<file path="src/rtl/noc_strm_pkg.sv">
// Shared constants and types for the NOC <-> word-stream bridge.
package noc_strm_pkg;

  localparam logic [1:0] OP_WRITE  = 2'b01;
  localparam logic [1:0] OP_RESULT = 2'b10;
  localparam int         F_BIT     = 5;
  localparam int         CNT_MSB   = 4;
  localparam int         MAX_DW    = 256;

  function automatic int BPW(input int dw);
    return dw / 8;
  endfunction

  // Sized for the widest supported word; narrower builds zero-extend.
  typedef struct packed {
    logic              first;
    logic [MAX_DW-1:0] data;
  } fifo_entry_t;

  typedef enum logic {
    ASM_IDLE,
    ASM_COLLECT
  } asm_state_t;

  typedef enum logic [1:0] {
    SER_IDLE,
    SER_HDR,
    SER_DATA
  } ser_state_t;

endpackage

</file>
<file path="src/rtl/noc_strm_bridge_sync_fifo.sv">
// Single-clock FIFO with registered storage and a combinational head read.
module sync_fifo #(
  parameter int W     = 8,
  parameter int DEPTH = 4
) (
  input  logic                   clk,
  input  logic                   rst,
  input  logic                   push,
  input  logic [W-1:0]           wdata,
  input  logic                   pop,
  output logic [W-1:0]           head,
  output logic                   full,
  output logic                   empty,
  output logic [$clog2(DEPTH):0] count
);

  localparam int AW = $clog2(DEPTH);

  logic [W-1:0]  mem [DEPTH];
  logic [AW-1:0] wr_ptr;
  logic [AW-1:0] rd_ptr;
  logic          do_push;
  logic          do_pop;

  assign empty   = (count == '0);
  assign full    = (count == (AW+1)'(DEPTH));
  // A pop in the same cycle frees the slot, so writes into a full FIFO are fine then.
  assign do_pop  = pop && !empty;
  assign do_push = push && (!full || do_pop);
  assign head    = mem[rd_ptr];

  always_ff @(posedge clk or posedge rst) begin
    if (rst) begin
      wr_ptr <= '0;
      rd_ptr <= '0;
      count  <= '0;
    end else begin
      if (do_push) wr_ptr <= wr_ptr + 1'b1;
      if (do_pop)  rd_ptr <= rd_ptr + 1'b1;
      case ({do_push, do_pop})
        2'b10:   count <= count + 1'b1;
        2'b01:   count <= count - 1'b1;
        default: count <= count;
      endcase
    end
  end

  always_ff @(posedge clk) begin
    if (do_push) mem[wr_ptr] <= wdata;
  end

endmodule

</file>
<file path="src/rtl/noc_strm_bridge.sv">
// Byte-serial NOC link to DW-bit word streams (inbound assembler) and back (outbound serialiser).
module noc_strm_bridge
  import noc_strm_pkg::*;
#(
  parameter int DW        = 64,
  parameter int IN_DEPTH  = 4,
  parameter int OUT_DEPTH = 4
) (
  input  logic          clk,
  input  logic          reset,
  input  logic          noc_to_dev_ctl,
  input  logic [7:0]    noc_to_dev_data,
  output logic          noc_from_dev_ctl,
  output logic [7:0]    noc_from_dev_data,
  output logic          pushin,
  output logic          firstin,
  input  logic          stopin,
  output logic [DW-1:0] din,
  input  logic          pushout,
  input  logic          firstout,
  output logic          stopout,
  input  logic [DW-1:0] dout,
  output logic [1:0]    err
);

  localparam int             NB     = BPW(DW);
  localparam int             BW     = $clog2(NB);
  localparam int             IAW    = $clog2(IN_DEPTH) + 1;
  localparam int             OAW    = $clog2(OUT_DEPTH) + 1;
  localparam logic [BW-1:0]  LAST_B = BW'(NB - 1);

  // ---- inbound assembler (p0: byte capture) ----
  asm_state_t    asm_q, asm_d;
  logic          is_hdr, is_write, start, take_byte, trunc, word_done;
  logic          byte_last, word_last;
  logic [BW-1:0] byte_idx;
  logic [4:0]    word_idx, n_last;
  logic          f_q;
  logic [DW-1:0] asm_word, asm_next;

  assign is_hdr    = noc_to_dev_ctl;
  assign is_write  = is_hdr && (noc_to_dev_data[7:6] == OP_WRITE);
  assign byte_last = (byte_idx == LAST_B);
  assign word_last = (word_idx == n_last);

  always_ff @(posedge clk or posedge reset) begin
    if (reset) asm_q <= ASM_IDLE;
    else       asm_q <= asm_d;
  end

  always_comb begin
    asm_d = asm_q;
    case (asm_q)
      ASM_IDLE:    if (is_write) asm_d = ASM_COLLECT;
      ASM_COLLECT: begin
        if (is_hdr)                      asm_d = is_write ? ASM_COLLECT : ASM_IDLE;
        else if (byte_last && word_last) asm_d = ASM_IDLE;
      end
      default:     asm_d = ASM_IDLE;
    endcase
  end

  always_comb begin
    start     = is_write;
    take_byte = (asm_q == ASM_COLLECT) && !is_hdr;
    trunc     = (asm_q == ASM_COLLECT) && is_hdr;
    word_done = take_byte && byte_last;
  end

  always_ff @(posedge clk or posedge reset) begin
    if (reset) begin
      byte_idx <= '0;
      word_idx <= '0;
      n_last   <= '0;
      f_q      <= 1'b0;
    end else if (start) begin
      byte_idx <= '0;
      word_idx <= '0;
      n_last   <= noc_to_dev_data[CNT_MSB:0];
      f_q      <= noc_to_dev_data[F_BIT];
    end else if (take_byte) begin
      byte_idx <= byte_last ? '0 : byte_idx + 1'b1;
      if (byte_last) word_idx <= word_idx + 1'b1;
    end
  end

  // A restart simply overwrites every byte lane, so a partial word needs no clearing.
  always_comb begin
    asm_next = asm_word;
    asm_next[{byte_idx, 3'b000} +: 8] = noc_to_dev_data;
  end

  always_ff @(posedge clk) begin
    if (take_byte) asm_word <= asm_next;
  end

  // ---- p1: completed word staged for the inbound FIFO ----
  logic          vld_p1;
  logic [DW-1:0] word_p1;
  logic          first_p1;

  always_ff @(posedge clk or posedge reset) begin
    if (reset) vld_p1 <= 1'b0;
    else       vld_p1 <= word_done;
  end

  always_ff @(posedge clk) begin
    if (word_done) begin
      word_p1  <= asm_next;
      first_p1 <= f_q && (word_idx == '0);
    end
  end

  logic          in_full, in_empty, in_drop;
  logic [DW:0]   in_q;
  logic [IAW-1:0] in_count_unused;
  fifo_entry_t   in_head;

  sync_fifo #(.W(DW + 1), .DEPTH(IN_DEPTH)) u_in_fifo (
    .clk   (clk),
    .rst   (reset),
    .push  (vld_p1),
    .wdata ({first_p1, word_p1}),
    .pop   (pushin),
    .head  (in_q),
    .full  (in_full),
    .empty (in_empty),
    .count (in_count_unused)
  );

  assign in_drop = vld_p1 && in_full && !pushin;
  assign in_head = '{first: in_q[DW], data: MAX_DW'(in_q[DW-1:0])};
  assign pushin  = !in_empty && !stopin;
  assign firstin = !in_empty && in_head.first;
  assign din     = in_empty ? '0 : in_head.data[DW-1:0];

  // ---- outbound FIFO and serialiser ----
  logic           out_accept, out_pop, out_empty, out_full_unused;
  logic [OAW-1:0] out_count;
  logic [DW:0]    out_q;
  fifo_entry_t    out_head;
  logic [DW-1:0]  out_word;
  logic [7:0]     hdr_byte;
  ser_state_t     ser_q, ser_d;
  logic [BW-1:0]  ser_idx;

  assign out_accept = pushout && !stopout;

  sync_fifo #(.W(DW + 1), .DEPTH(OUT_DEPTH)) u_out_fifo (
    .clk   (clk),
    .rst   (reset),
    .push  (out_accept),
    .wdata ({firstout, dout}),
    .pop   (out_pop),
    .head  (out_q),
    .full  (out_full_unused),
    .empty (out_empty),
    .count (out_count)
  );

  assign out_head = '{first: out_q[DW], data: MAX_DW'(out_q[DW-1:0])};
  assign out_word = out_head.data[DW-1:0];
  assign hdr_byte = {OP_RESULT, out_head.first, 5'd0};

  always_ff @(posedge clk or posedge reset) begin
    if (reset) ser_q <= SER_IDLE;
    else       ser_q <= ser_d;
  end

  always_comb begin
    ser_d = ser_q;
    case (ser_q)
      SER_IDLE: if (!out_empty) ser_d = SER_DATA;
      SER_HDR:  ser_d = SER_DATA;
      SER_DATA: begin
        if (ser_idx == LAST_B)
          ser_d = ((out_count > OAW'(1)) || out_accept) ? SER_HDR : SER_IDLE;
      end
      default:  ser_d = SER_IDLE;
    endcase
  end

  always_comb begin
    noc_from_dev_ctl  = 1'b0;
    noc_from_dev_data = 8'h00;
    out_pop           = 1'b0;
    case (ser_q)
      SER_IDLE: begin
        if (!out_empty) begin
          noc_from_dev_ctl  = 1'b1;
          noc_from_dev_data = hdr_byte;
        end
      end
      SER_HDR: begin
        noc_from_dev_ctl  = 1'b1;
        noc_from_dev_data = hdr_byte;
      end
      SER_DATA: begin
        noc_from_dev_data = out_word[{ser_idx, 3'b000} +: 8];
        out_pop           = (ser_idx == LAST_B);
      end
      default: ;
    endcase
  end

  always_ff @(posedge clk or posedge reset) begin
    if (reset)                  ser_idx <= '0;
    else if (ser_q == SER_DATA) ser_idx <= (ser_idx == LAST_B) ? '0 : ser_idx + 1'b1;
    else                        ser_idx <= '0;
  end

  // Registered full flag that anticipates the accept filling the last slot.
  always_ff @(posedge clk or posedge reset) begin
    if (reset) stopout <= 1'b0;
    else       stopout <= ((out_count == OAW'(OUT_DEPTH)) && !out_pop) ||
                          ((out_count == OAW'(OUT_DEPTH - 1)) && out_accept && !out_pop);
  end

  always_ff @(posedge clk or posedge reset) begin
    if (reset) err <= 2'b00;
    else begin
      if (trunc || in_drop)    err[0] <= 1'b1;
      if (pushout && stopout)  err[1] <= 1'b1;
    end
  end

  if (DW < MAX_DW) begin : g_pad
    logic unused_hi;
    assign unused_hi = ^{in_head.data[MAX_DW-1:DW], out_head.data[MAX_DW-1:DW]};
  end

endmodule

</file>
<file path="config.mk">
export PLATFORM = sky130hd
export DESIGN_NAME = noc_strm_bridge
export DESIGN_NICKNAME = d
export VERILOG_FILES = /design/src/rtl/noc_strm_pkg.sv /design/src/rtl/noc_strm_bridge_sync_fifo.sv /design/src/rtl/noc_strm_bridge.sv
export SDC_FILE = /design/constraint.sdc
export NUM_CORES = 1
export LEC_CHECK = 0
export ABC_AREA = 1
export CAP_MARGIN = 25
export CORE_UTILIZATION = 57
export DETAILED_ROUTE_END_ITERATION = 10
export PLACE_DENSITY_LB_ADDON = 0.12
export SYNTH_ARGS = -nofsm -noshare
export SYNTH_HDL_FRONTEND = slang
export SYNTH_SLANG_ARGS = --single-unit
</file>
<file path="constraint.sdc">
create_clock -name clk -period 5.16 [get_ports clk]
set_input_delay 0.774 -clock clk [delete_from_list [all_inputs] [get_ports clk]]
set_output_delay 0.774 -clock clk [all_outputs]
set_load 0.05 [all_outputs]
</file>
* Word level (Yosys, flattened, before mapping)
Memories as Yosys holds them, arrays and structs flattened. Cells that the tools add are included.
Word-level totals: input port bits 78, word-level logic and storage cells 126, memory bits (writable) 520, memories kept 2, register bits after elaboration 167
Memories:
- u_in_fifo.mem | depth 4, width 65, read ports 1, clocked after Yosys merged registers in 0, wr ports 1, line noc_strm_bridge_sync_fifo.sv:19 | logic [W-1:0] mem [DEPTH];
- u_out_fifo.mem | depth 4, width 65, read ports 1, clocked after Yosys merged registers in 0, wr ports 1, line noc_strm_bridge_sync_fifo.sv:19
Cells by class: multiplexer cells 29, shift operators 3, reduce and logical (&&, ||, !) cells 43, eq/ne operators 15, magnitude comparators 1, $add $sub $neg 12, bitwise operators 1
Operators by type and width (number):
- bitwise mux 64 bit | 1
- two-way mux 64 bit | 1
- variable shift 8 x 8 -> 64 bit, first input constant | 1
- variable part select 64 x 7 -> 8 bit | 1
- variable part select 8 x 8 -> 64 bit | 1
- one-hot mux 8 bit (3 select lines) | 1
- logical AND 1 bit | 19
- two-way mux 3 bit | 5
- two-way mux 5 bit | 3
- adder 3 x 1 -> 3 bit, second input constant | 4
- equality test 3 bit, second input constant | 4
- one-hot mux 3 bit (2 select lines) | 2
- two-way mux 1 bit | 10
- zero test 1 bit | 9
- adder 2 x 1 -> 2 bit, second input constant | 4
- equality test 2 x 1 -> 1 bit, second input constant | 4
- two-way mux 8 bit | 1
- negator 6 -> 8 bit | 1
- nonzero test 2 bit | 4
- equality test 2 bit, second input constant | 3
- zero test 3 bit | 2
- one-hot mux 2 bit (3 select lines) | 1
- subtractor 3 x 1 -> 3 bit, second input constant | 2
- adder 5 x 1 -> 5 bit, second input constant | 1
- other kinds (11) | 19

* Longest topological paths before layout
Gate-level depths: netlist (run 1).
depth in word-level cells 8, gate-level depth with buffers 12, gate-level depth less buffers 11

* Modules after synthesis
Synthesis (run 1) repeated with hierarchy kept, for this count alone.
Second synthesis, totals: cells, all modules 2118, area, all modules 28348.4 sq um
Modules (own cells, without submodules):
- sync_fifo | instances 2, cells an instance 685, seq. area each 7982.7 sq um, area an instance 10543.9 sq um
- noc_strm_bridge | instances 1, cells an instance 748, seq. area each 4474.3 sq um, area an instance 7260.7 sq um

* Worst setup path after synthesis (run 1)
Ideal clock, no wire load.
kind input to register, start point input port noc_to_dev_ctl, end point register first_p1, enable pin, buffers on the path 0, stages 3, setup slack 0.462 ns, required time 4.739 ns, arrival time 4.276 ns, setup time 0.421 ns, path through nor2_2 > nand2_1 > inv_1
Between the ends: longest elaborated chain between the ends 3
RTL lines:
- from (decl) | line noc_strm_bridge.sv:11 | input logic noc_to_dev_ctl,
- zero test 1 bit | line noc_strm_bridge.sv:65 | take_byte = (asm_q == ASM_COLLECT) && !is_hdr;
- logical AND 1 bit | line noc_strm_bridge.sv:65
- logical AND 1 bit | line noc_strm_bridge.sv:67 | word_done = take_byte && byte_last;
- net word_done | line noc_strm_bridge.sv:34 | logic is_hdr, is_write, start, take_byte, trunc, word_done;
- to (signal assigned) | line noc_strm_bridge.sv:110 | first_p1 <= f_q && (word_idx == '0);
- to (decl) | line noc_strm_bridge.sv:100 | logic first_p1;
The timed path passes the listed nets, and every way through them passes these cells. A chain may end at the register's enable or synchronous reset.

* Worst setup path in the final report (run 1)
start point register u_in_fifo.rd_ptr[0], end point output port din[0]
Between the ends: longest elaborated chain between the ends 2
RTL lines:
- from (decl) | line noc_strm_bridge_sync_fifo.sv:21 | logic [AW-1:0] rd_ptr;
- from (signal assigned) | line noc_strm_bridge_sync_fifo.sv:39 | if (do_pop) rd_ptr <= rd_ptr + 1'b1;
- memory read (4 x 65 bit)
- two-way mux 64 bit | line noc_strm_bridge.sv:135 | assign din = in_empty ? '0 : in_head.data[DW-1:0];
- to (decl) | line noc_strm_bridge.sv:18 | output logic [DW-1:0] din,
Every way passes these cells.

==> summary.txt, run 1 <==
Pwr
  • Reg power frac: 0.377
  • Leak: 11.1 nW
  • Clock power frac: 0.243
  • Power density over cell area: 588 mW/mm²
  • P_sw: 7.18 mW
  • Comb pwr share: 0.380
  • Int Pwr: between 10 and 15 mW
  • Worst VDD drop: 714 µV
  • Sw Share: 0.390

Clocking
  • Latest clock arrival within the worst-skew pair: 590 ps
  • Cts hold-fix bufs: 0
  • Clock Tree Root: clkbuf_16
  • CTS resizes: 0
  • Clock sinks: between 600 and 700
  • H-Tree Level Count: 3
  • Worst-path clk slew: ~60 ps
  • Post-CTS Setup Inserts: 0
  • CTS tree: yes
  • CTS max path bufs: 3
  • CTS Buf Count: around 70

GRT
  • All-Layer GR Usage: 0.251
  • Largest net degree at the start of global routing: 82
  • Number of global-route vias before repair: 16.4k
  • First-pass GRT wire length: 91,700 µm
  • Total gr overflow: 0
  • Initial antenna violation count: 0

Synthesis
  • Seq/Total Area, Yosys: 0.753
  • Synth top cells by count: edfxtp_1 (649), nand2_1 (389), nor2_1 (340)
  • Synthesized area: 0.0272 mm²
  • Synthesis warning total: 0
  • Mapped Nets: 2,259
  • Syn Area/Cell: 12.6 µm²
  • Synth Flop Type: edfxtp_1
  • Cell variety after synth: 35
  • Post-synth top area share: 0.718
  • Number of synthesized register bits: 687
  • Synth area leaders: edfxtp_1 (72%), nand2_1 (5.4%), nor2_1 (4.7%), o21ai_0 (3.9%), dfrtp_1 (3.5%)
  • Post-synth EDFFs: 649
  • Ys async rst share: 0.0553
  • Top-count cell post-synth: edfxtp_1
  • Synth area leader: edfxtp_1
  • Mapped Cells: 2,157

Timing
  • Final hold violations: 0
  • Fmax: 0.228 GHz
  • Max-slew violation count: 0
  • RSZ-0062 raised after global routing: false
  • Clk_skew: 20.5 ps
  • Final period utilization: 0.850
  • Slew HR: 0.259
  • Final hold slack: 451 ps
  • Pin slew with the least headroom to its limit: roughly 1100 ps
  • Minimum clock period: 4380 ps
  • # setup viols final: 0
  • Final setup TNS: 0 ps

Finish
  • Fraction of layout cells with a size suffix above 1: 0.0625
  • Synth-to-Final Area Change: 15.2%
  • Register area: 0.0204 mm²
  • Non-filler cells, final: 2,959
  • Fill cell count: 3,398
  • Area of the multi-input gates: 0.00592 mm²
  • Antenna fix cells: 0
  • Nets: ~2.4k

Detailed routing
  • Iter 0 DRT Violations: 1,530
  • Post-route DRC: 7
  • DR pass1 iterations: 9
  • Vias per cell: roughly 5.6
  • Met3 WL: 3600 µm
  • Met1 wire length: 23,900 µm
  • Post-Route WL: 59,800 µm
  • Met2 wire length: 30,400 µm
  • Drt wl/cell: 20.2 µm
  • DR vias: about 17k
  • Top layer reached by signal wires: met4
  • Detail Route Antenna Nets: 0

Min path
  • Tightest Hold Check Type: flop to flop

Setup path
  • CP Data Arrival Time: 3610 ps
  • Slowest CP cell: clkdlybuf4s50_1
  • Critical path class: flop to output port
  • Worst Path Max Fanout: 63
  • Crit-path cells: inv_2, buf_4, o21ai_0, a21oi_1, clkdlybuf4s50_1
  • Buffers and inverters on the worst path: 3
  • Crit start category: flop
  • Endpoint type of the worst setup path: output port
  • Slowest cell delay on critical path: about 850 ps
  • WP data required: 4390 ps
  • CP delay by family, top: buffers and inverters

Placed design
  • Post-DP HPWL: 34,400 µm
  • Placed Cells: 2,839
  • Placer Congestion: 0.835
  • Input/output buffers: 155

Die
  • IO Pins: 156
  • Die area: 0.0485 mm²
  • Initial Util: 0.581
  • Core Box Area: 0.0468 mm²
  • Die Y: 220 µm
  • Cell row count: 79
  • Die W: 220 µm

Run
  • Max Cap Violations: 0

Status
  • Status: finished with violations
  • Violated checks: design-rule violations
==> routing by layer <==
metal | vias to the layer above | global-route usage
met5 | - | 0
met1 | 8107 | 0.320
li1 | 7884 | -
met3 | 107 | 0.0433
met4 | 0 | 0.0938
met2 | 531 | 0.434
==> power groups by stage <==
stage	sequential [mW]	combinational, mW	clock (mW)
2_1_floorplan	6.95	4.96	0
3_5_place_dp	7.04	7.02	0
3_3_place_gp	7.02	6.93	0
4_1_cts	6.93	7.05	4.55
5_1_grt	6.97	7.57	4.76
6_report	6.93	7.00	4.48
==> sequential cells by signal, summed over array words and instances, names as in the netlist <==
register           flops
err                    2
u_out_fifo.mem       260
vld_p1                 1
byte_idx               3
word_p1               64
asm_q                  1
u_in_fifo.count        3
u_in_fifo.mem        260
ser_q                  2
u_out_fifo.count       3
u_out_fifo.rd_ptr      2
u_in_fifo.wr_ptr       2
f_q                    1
stopout                1
n_last                 5
asm_word              64
word_idx               5
ser_idx                3
u_in_fifo.rd_ptr       2
u_out_fifo.wr_ptr      2
first_p1               1
==> cells by family after synthesis <==
family | share of synthesized area
AO/OA/AOI/OAI | 0.0634
buffers and inverters | 0.0319
XOR/XNOR | 0.00322
AND/OR/NAND/NOR | 0.137
flip-flops | 0.753
multiplexers | 0.000369
adder cells (fa/ha/maj) | 0.0113
==> per-stage QoR <==
| step | utilization | power (mW) | instance area (µm²) | setup slack [ps] |
|---|---|---|---|---|
| finish | 0.669 | 18.4 | 31300 | 776 |
| global route | 0.669 | 19.3 | 31300 | 618 |
| CTS | 0.667 | 18.5 | 31200 | 778 |
| detailed placement | 0.625 | 14.1 | 29200 | 1390 |
| global placement | 0.625 | 13.9 | 29200 | 1440 |
| floorplan | - | 11.9 | 27200 | 462 |
==> cells in the final DEF, fill, tap and decap left out, drive strengths merged <==
cell,netlist,layout
edfxtp,649,649
nand2,389,389
nor2,343,343
o21ai,232,232
nand3,174,174
clkdlybuf4s50,0,155
clkbuf,34,92
a21oi,87,87
inv,64,66
dfrtp,38,38
buf,79,37
ha,23,23
clkinv,1,22
nor3,11,11
xor2,8,8
o21a,8,8
o22ai,6,6
a31oi,2,2
nand4,2,2
xnor2,2,2
o211ai,1,1
a21o,1,1
mux2i,1,1
nor4,1,1
fa,1,1
clkinvlp,0,1
==> worst paths after layout <==
path,from,end,slack [ps],cells past startpoint
max in group asynchronous,reset,u_in_fifo.rd_ptr[0]$_DFFE_PP0N_,4100,3
worst min-delay path,err[1]$_DFFE_PP0P_,err[1]$_DFFE_PP0P_,450,1
worst max register to register,ser_idx[0]$_DFF_PP0_,u_out_fifo.mem[0][61]$_DFFE_PP_,1690,8
worst max-delay path,u_in_fifo.rd_ptr[0]$_DFFE_PP0N_,din[0],780,5
worst min register to register,err[1]$_DFFE_PP0P_,err[1]$_DFFE_PP0P_,450,1
min in group asynchronous,reset,err[1]$_DFFE_PP0P_,620,3
==> worst reg2reg max path, stage by stage (launching register included) <==
cell and delay, ps:
dfrtp_1 350, buf_4 420, ha_1 240, ha_1 190, nand2_1 160, nand3_1 150
nand2_1 310, nor2_4 780, buf_4 510
==> area by class of cell <==
cell class	instances	share of cell area
inverters	65	0.00792
repair buffers	192	0.0616
well taps	607	0.0243
flip-flops and latches	687	0.654
clock buffers	92	0.0589
clock inverters	24	0.00432
multi-input cells	1292	0.189
No activity file was read; power rests on OpenSTA's default activity.
==> run 2: changes to the inputs <==
Settings changed: CORE_UTILIZATION 57 to 54.
Clock period 5.16 ns to 3.8 ns, I/O delays scaled along.
==> run 2 against run 1 <==
Net effect:
- the flow now finishes without violations
- final cell count increased by 2.2%
- cell area is 3.0% higher
- setup slack got worse by 410 ps
- sequential share of layout area decreased by 1.9 points
- global-route usage shrank 1.4 points
- first-iteration DRC count fell by 11%
- worst hold slack better by 5.3 ps
- die area rose by 5.5%
- power rose by 45%
- register-to-register slack got worse by 910 ps
- clock-buffer cell count increased by 4
- critical endpoint is now noc_from_dev_data[3]
- highest routed layer unchanged
==> summary.txt, run 2 (synthesis gave the netlist of run 1 again) <==
Status
  • Status: completed

Die
  • Die Y: 226 µm (+2.7%)
  • Initial Util: 0.551 (-0.0295)
  • Die area: 0.0512 mm² (+5.5%)
  • Die W: 226 µm (+2.7%)
  • Cell row count: 81 (+2.5%)
  • IO Pins: 156 (unchanged)
  • Core Box Area: 0.0493 mm² (+5.3%)

Setup path
  • WP data required: 3230 ps (-1160 ps)
  • CP Data Arrival Time: 2860 ps (-750 ps)
  • Endpoint type of the worst setup path: output port
  • Crit-path most repeated cell: nand2_1
  • Critical path class: flop to output port
  • Buffers and inverters on the worst path: 3 (unchanged)
  • Slowest cell delay on critical path: 500 ps (-350 ps)
  • Worst path depth: 11 (+6)
  • Crit start category: flop
  • Worst Path Max Fanout: 41 (-35%)
  • Slowest CP cell: dfrtp_4
  • CP delay by family, top: buffers and inverters
  • Worst reg-to-reg path cell count: 7 (-1)
  • Crit-path cells: inv_4, buf_12, nand2_1, nand3_1, nand3_1, nand2_1, nand2_1, nand2_1, nor2_1, nor2_1, buf_4

Pwr
  • Reg power frac: 0.351 (-0.026)
  • Sw Share: 0.377 (-0.0134)
  • P_sw: 10.1 mW (+40%)
  • Leak: 11.5 nW (+4.1%)
  • Comb pwr share: 0.405 (+0.025)
  • Int Pwr: 16.6 mW (+48%)
  • Power density over cell area: 829 mW/mm² (+41%)
  • Worst VDD drop: 1090 µV (+52%)
  • Clock power frac: 0.244 (about the same)

Detailed routing
  • DR vias: 16.6k (+0.12%)
  • Top layer reached by signal wires: met4
  • Vias per cell: 5.51 (-2.0%)
  • Post-Route WL: 58,600 µm (-1.9%)
  • Drt wl/cell: 19.4 µm (-4.0%)
  • Met1 wire length: 24,500 µm (+2.4%)
  • Met3 WL: 2980 µm (-17%)
  • Met2 wire length: 29,700 µm (-2.6%)
  • Post-route DRC: 0 (-7)
  • Detail Route Antenna Nets: 0 (unchanged)
  • Iter 0 DRT Violations: 1,366 (-11%)
  • DR pass1 iterations: 5 (-4)

Placed design
  • Placed cell area: 0.0301 mm² (+2.9%)
  • Placer Congestion: 0.818 (-2.1%)
  • Post-DP HPWL: 34,200 µm (-0.70%)
  • Input/output buffers: 155 (unchanged)

Clocking
  • CTS tree: yes
  • H-Tree Level Count: 3 (unchanged)
  • Latest clock arrival within the worst-skew pair: 590 ps (about the same)
  • Cts hold-fix bufs: 0 (unchanged)
  • Clock Tree Root: clkbuf_16
  • CTS max path bufs: 3 (unchanged)
  • Worst-path clk slew: 50 ps (about the same)
  • CTS Buf Count: 69 (+1.5%)
  • Post-CTS Setup Inserts: 0 (unchanged)
  • Clock sinks: 687 (unchanged)
  • CTS resizes: 0 (unchanged)

GRT
  • All-Layer GR Usage: 0.237 (-0.0143)
  • Number of global-route vias before repair: 16.4k (+0.32%)
  • Largest net degree at the start of global routing: 133 (+62%)
  • First-pass GRT wire length: 92,100 µm (+0.50%)
  • Total gr overflow: 0 (unchanged)
  • Initial antenna violation count: 0 (unchanged)

Finish
  • Antenna fix cells: 0 (unchanged)
  • Synth-to-Final Area Change: 18.6%
  • Commonest non-fill, non-tap cell in the layout: edfxtp_1
  • Commonest non-fill, non-tap cells in the layout: edfxtp_1 (649), nand2_1 (389), nor2_1 (332)
  • Top Registers: u_in_fifo.mem: 260 flops, u_out_fifo.mem: 260 flops
  • Design Area, Final: 0.0322 mm² (+3.0%)
  • Fraction of layout cells with a size suffix above 1: 0.0988 (+0.0363)
  • Nets: 2,414 (+0.25%)

Timing
  • Final period utilization: 0.903
  • # setup viols final: 0 (unchanged)
  • Minimum clock period: around 3400 ps
  • Fmax: just under 0.3 GHz
  • Slew HR: 0.366 (+0.107)
  • Clk_skew: 16.6 ps (-3.97 ps)
  • Pin slew with the least headroom to its limit: 951 ps (-157 ps)
  • Max-slew violation count: 0 (unchanged)
  • RSZ-0062 raised after global routing: false
  • Final hold violations: 0 (unchanged)
  • Final hold slack: 457 ps (+5.30 ps)

Run
  • Max Cap Violations: 0 (unchanged)

Min path
  • Hold depth: 1 (unchanged)
  • Tightest Hold Check Type: flop to flop
[run 2: cell types whose count changed in the layout (fill, tap and decap cells not counted), sizes merged]
cell / change
buf: +78
clkdlybuf4s50: -73
clkinv: -7
bufinv: +4
clkbuf: +4
clkinvlp: +3
inv: -2
[run 2: cell type report]
cell class	instances	area [µm²]
tap	664	831
multi-input combinational	1292	5920
fill	3649	17000
clock buffer	96	1940
inverter	65	249
timing repair buffer	197	2610
sequential	687	20400
clock inverter	22	211
[run 2: metal layers]
layer  global-route usage  up-vias
met5                    0        -
met4               0.0752        0
met3               0.0349      112
met2                0.409      505
met1                0.311     8133
li1                     -     7899
[run 2: final timing paths]
path                                                  startpoint                              end  slack [ps]
worst min-delay path                          err[1]$_DFFE_PP0P_               err[1]$_DFFE_PP0P_         460
max in group asynchronous                                  reset  u_in_fifo.rd_ptr[0]$_DFFE_PP0N_        2680
worst max register to register              ser_idx[1]$_DFF_PP0_  u_out_fifo.mem[0][44]$_DFFE_PP_         780
worst max-delay path            u_out_fifo.rd_ptr[0]$_DFFE_PP0P_             noc_from_dev_data[3]         370
min in group asynchronous                                  reset               err[1]$_DFFE_PP0P_         470
worst min register to register                err[1]$_DFFE_PP0P_               err[1]$_DFFE_PP0P_         460
[run 2: stage by stage]
step           power, mW  utilization  setup TNS (ps)  setup WS [ps]  instances
2_1_floorplan       16.2            -         -142230           -547       2157
3_3_place_gp        20.2        0.610               0            704       2905
3_5_place_dp        20.4        0.610               0            649       2905
4_1_cts             26.9        0.654               0          0.419       3023
5_1_grt             28.0        0.654               0            156       3023
6_report            26.7        0.654               0            370       3023
[run 2: power by group through the flow]
stage / Clock (mW) / Combinational [mW] / Sequential [mW]
global placement: 0 / 10.8 / 9.49
global route: 6.93 / 11.7 / 9.41
finish: 6.52 / 10.8 / 9.36
detailed placement: 0 / 10.9 / 9.51
CTS: 6.64 / 10.9 / 9.36
floorplan: 0 / 6.73 / 9.43
==> run 3: changes to the inputs <==
Settings changed: CORE_UTILIZATION 54 to 57.
Clock period 3.8 ns to 4.35 ns, I/O delays scaled along.
==> run 3 against run 2 <==
Net effect:
- the run now ends with design-rule violations left
- cell area is 1.6% lower
- sequential share of layout area rose by 1.0 points
- critical endpoint is now noc_from_dev_data[7]
- die area fell by 5.2%
==> summary.txt, run 3 (synthesis gave the netlist of run 1 again) <==
Detailed routing
  • Detail Route Antenna Nets: 0 (unchanged)
  • Iter 0 DRT Violations: 1,399 (+2.4%)
  • Met2 wire length: 30,100 µm (+1.5%)
  • Top layer reached by signal wires: met5
  • Drt wl/cell: 19.7 µm (+1.6%)
  • Post-route DRC: 10 (+10)
  • Vias per cell: 5.66 (+2.7%)
  • DR pass1 iterations: 8 (+3)
  • Met1 wire length: 22,900 µm (-6.8%)
  • Met3 WL: 3760 µm (+26%)
  • DR vias: 16.8k (+0.94%)
  • Post-Route WL: 58,500 µm (-0.21%)

Timing
  • Pin slew with the least headroom to its limit: 986 ps (+35.0 ps)
  • Slew HR: 0.343 (-0.0234)
  • Final setup TNS: 0 ps (unchanged)
  • Max-slew violation count: 0 (unchanged)
  • Minimum clock period: 4110 ps
  • Final period utilization: 0.946
  • Clk_skew: 25.2 ps (+8.68 ps)
  • Fmax: 0.243 GHz
  • RSZ-0062 raised after global routing: false
  • # setup viols final: 0 (unchanged)
  • Final hold violations: 0 (unchanged)
  • Final hold slack: 471 ps (+14.4 ps)

Die
  • Core Box Area: 0.0468 mm² (-5.1%)
  • Cell row count: 79 (-2.5%)
  • Die Y: 220 µm (-2.6%)
  • IO Pins: 156 (unchanged)
  • Die W: 220 µm (-2.6%)
  • Initial Util: 0.581 (+0.0295)
  • Die area: 0.0485 mm² (-5.2%)

Setup path
  • CP startpoint: u_out_fifo.rd_ptr[0]$_DFFE_PP0P_
  • Worst Path Max Fanout: 34 (-17%)
  • Crit start category: flop
  • Critical path class: flop to output port
  • Crit-path cells: inv_6, buf_4, nand2_1, nand3_1, nand3_1, nand2_1, nand2_1, nand3_1, nand3_1, nand2_1, clkdlybuf4s50_1
  • WP data required: 3700 ps (+470 ps)
  • Slowest cell delay on critical path: 820 ps (+320 ps)
  • Slowest CP cell: clkdlybuf4s50_1
  • Endpoint type of the worst setup path: output port
  • R2r startpoint: ser_idx[0]$_DFF_PP0_
  • CP Data Arrival Time: 3460 ps (+600 ps)

GRT
  • Largest net degree at the start of global routing: 69 (-48%)
  • Total gr overflow: 0 (unchanged)
  • Number of global-route vias before repair: 16.6k (+1.3%)
  • Initial antenna violation count: 3 (+3)
  • First-pass GRT wire length: 90,300 µm (-2.0%)
  • All-Layer GR Usage: 0.248 (+0.0107)

Clocking
  • CTS max path bufs: 3 (unchanged)
  • H-Tree Level Count: 3 (unchanged)
  • Worst-path clk slew: 60 ps (about the same)
  • Clock sinks: 687 (unchanged)
  • CTS Buf Count: 69 (unchanged)
  • Latest clock arrival within the worst-skew pair: 600 ps (about the same)
  • CTS tree: yes
  • Clock Tree Root: clkbuf_16

Finish
  • Synth-to-Final Area Change: 16.7%
  • Commonest non-fill, non-tap cell in the layout: edfxtp_1
  • Top Registers: u_in_fifo.mem: 260 flops, u_out_fifo.mem: 260 flops
  • Area of the multi-input gates: 0.00592 mm² (unchanged)
  • Fill cell count: 3,286 (-9.9%)
  • Register area: 0.0204 mm² (unchanged)
  • Nets: 2,412 (-0.083%)
  • Design Area, Final: 0.0317 mm² (-1.6%)
  • Fraction of layout cells with a size suffix above 1: 0.0690 (-0.0297)
  • Commonest non-fill, non-tap cells in the layout: edfxtp_1 (649), nand2_1 (389), nor2_1 (332)

Placed design
  • Post-DP HPWL: 33,100 µm (-2.9%)
  • Placed cell area: 0.0294 mm² (-2.1%)
  • Placer Congestion: 0.806 (-1.5%)
  • Input/output buffers: 155 (unchanged)

Run
  • Max Cap Violations: 0 (unchanged)

Min path
  • Tightest Hold Check Type: input port to async pin

Status
  • Violated checks: design-rule violations
  • Status: finished with violations

Pwr
  • Leak: 11.3 nW (-1.9%)
  • Power density over cell area: 708 mW/mm² (-15%)
  • Worst VDD drop: 880 µV (-19%)
[run 3: cell count changes in the layout (fill, tap and decap cells not counted), moves of 4 or more]
| cell | change |
|---|---|
| inv_6 | +4 |
| buf_4 | -19 |
| clkdlybuf4s50_1 | +67 |
| clkinvlp_4 | -4 |
| dlymetal6s2s_1 | +5 |
| clkinv_1 | +4 |
| clkbuf_1 | -5 |
| buf_12 | -57 |
| clkinv_2 | +6 |
[run 3: where the power goes]
part,total (mW),internal [mW],switching (mW)
clock,5.85,3.48,2.37
combinational,8.34,2.50,5.84
sequential,8.25,7.91,0.338
total,22.4,13.9,8.55
[run 3: final timing paths]
| kind | endpoint | depth (start not counted) | slack, ps |
|---|---|---|---|
| max | noc_from_dev_data[7] | 11 | 240 |
| min | err[1]$_DFFE_PP0P_ | 3 | 470 |
| max reg2reg | u_out_fifo.mem[1][26]$_DFFE_PP_ | 9 | 1510 |
| min reg2reg | err[1]$_DFFE_PP0P_ | 1 | 470 |
| max in group asynchronous | u_in_fifo.rd_ptr[0]$_DFFE_PP0N_ | 3 | 3430 |
| min in group clk | err[1]$_DFFE_PP0P_ | 1 | 470 |
[run 3: critical path: cells and delay by family (launching register included)]
family | cells | cell delay [ps]
flops | 1 | 650
buf+inv | 3 | 1460
simple gates | 8 | 730
[run 3: repair_timing]
action                                  in CTS  in global routing
endpoints found under the setup margin       1                  6
resized for setup                            1                  7
cloned                                       0                  0
pin swaps                                    0                  0
buffers inserted                             0                  0
hold buffers                                 0                  0
[run 3: routing by layer]
metal / vias up / track usage
met2: 611 / 0.432
met1: 8160 / 0.309
li1: 7910 / -
met4: 2 / 0.0936
met3: 123 / 0.0456
met5: - / 0
[run 3: final cells by class]
type                       count  area share
tap                          607      0.0240
antenna                        2    0.000158
inverter                      65     0.00789
clock inverter                33      0.0111
timing repair buffer         195      0.0656
multi-input combinational   1292       0.187
sequential                   687       0.645
clock buffer                  89      0.0595
[run 3: stage by stage]
step                total power [mW]   util  instances  setup slack [ps]
finish                          22.4  0.678       2970               235
detailed placement              16.7  0.629       2844               656
floorplan                       14.1      -       2157              2.95
global placement                16.6  0.629       2844               700
global route                    23.5  0.678       2970              48.9
CTS                             22.6  0.677       2966              12.0
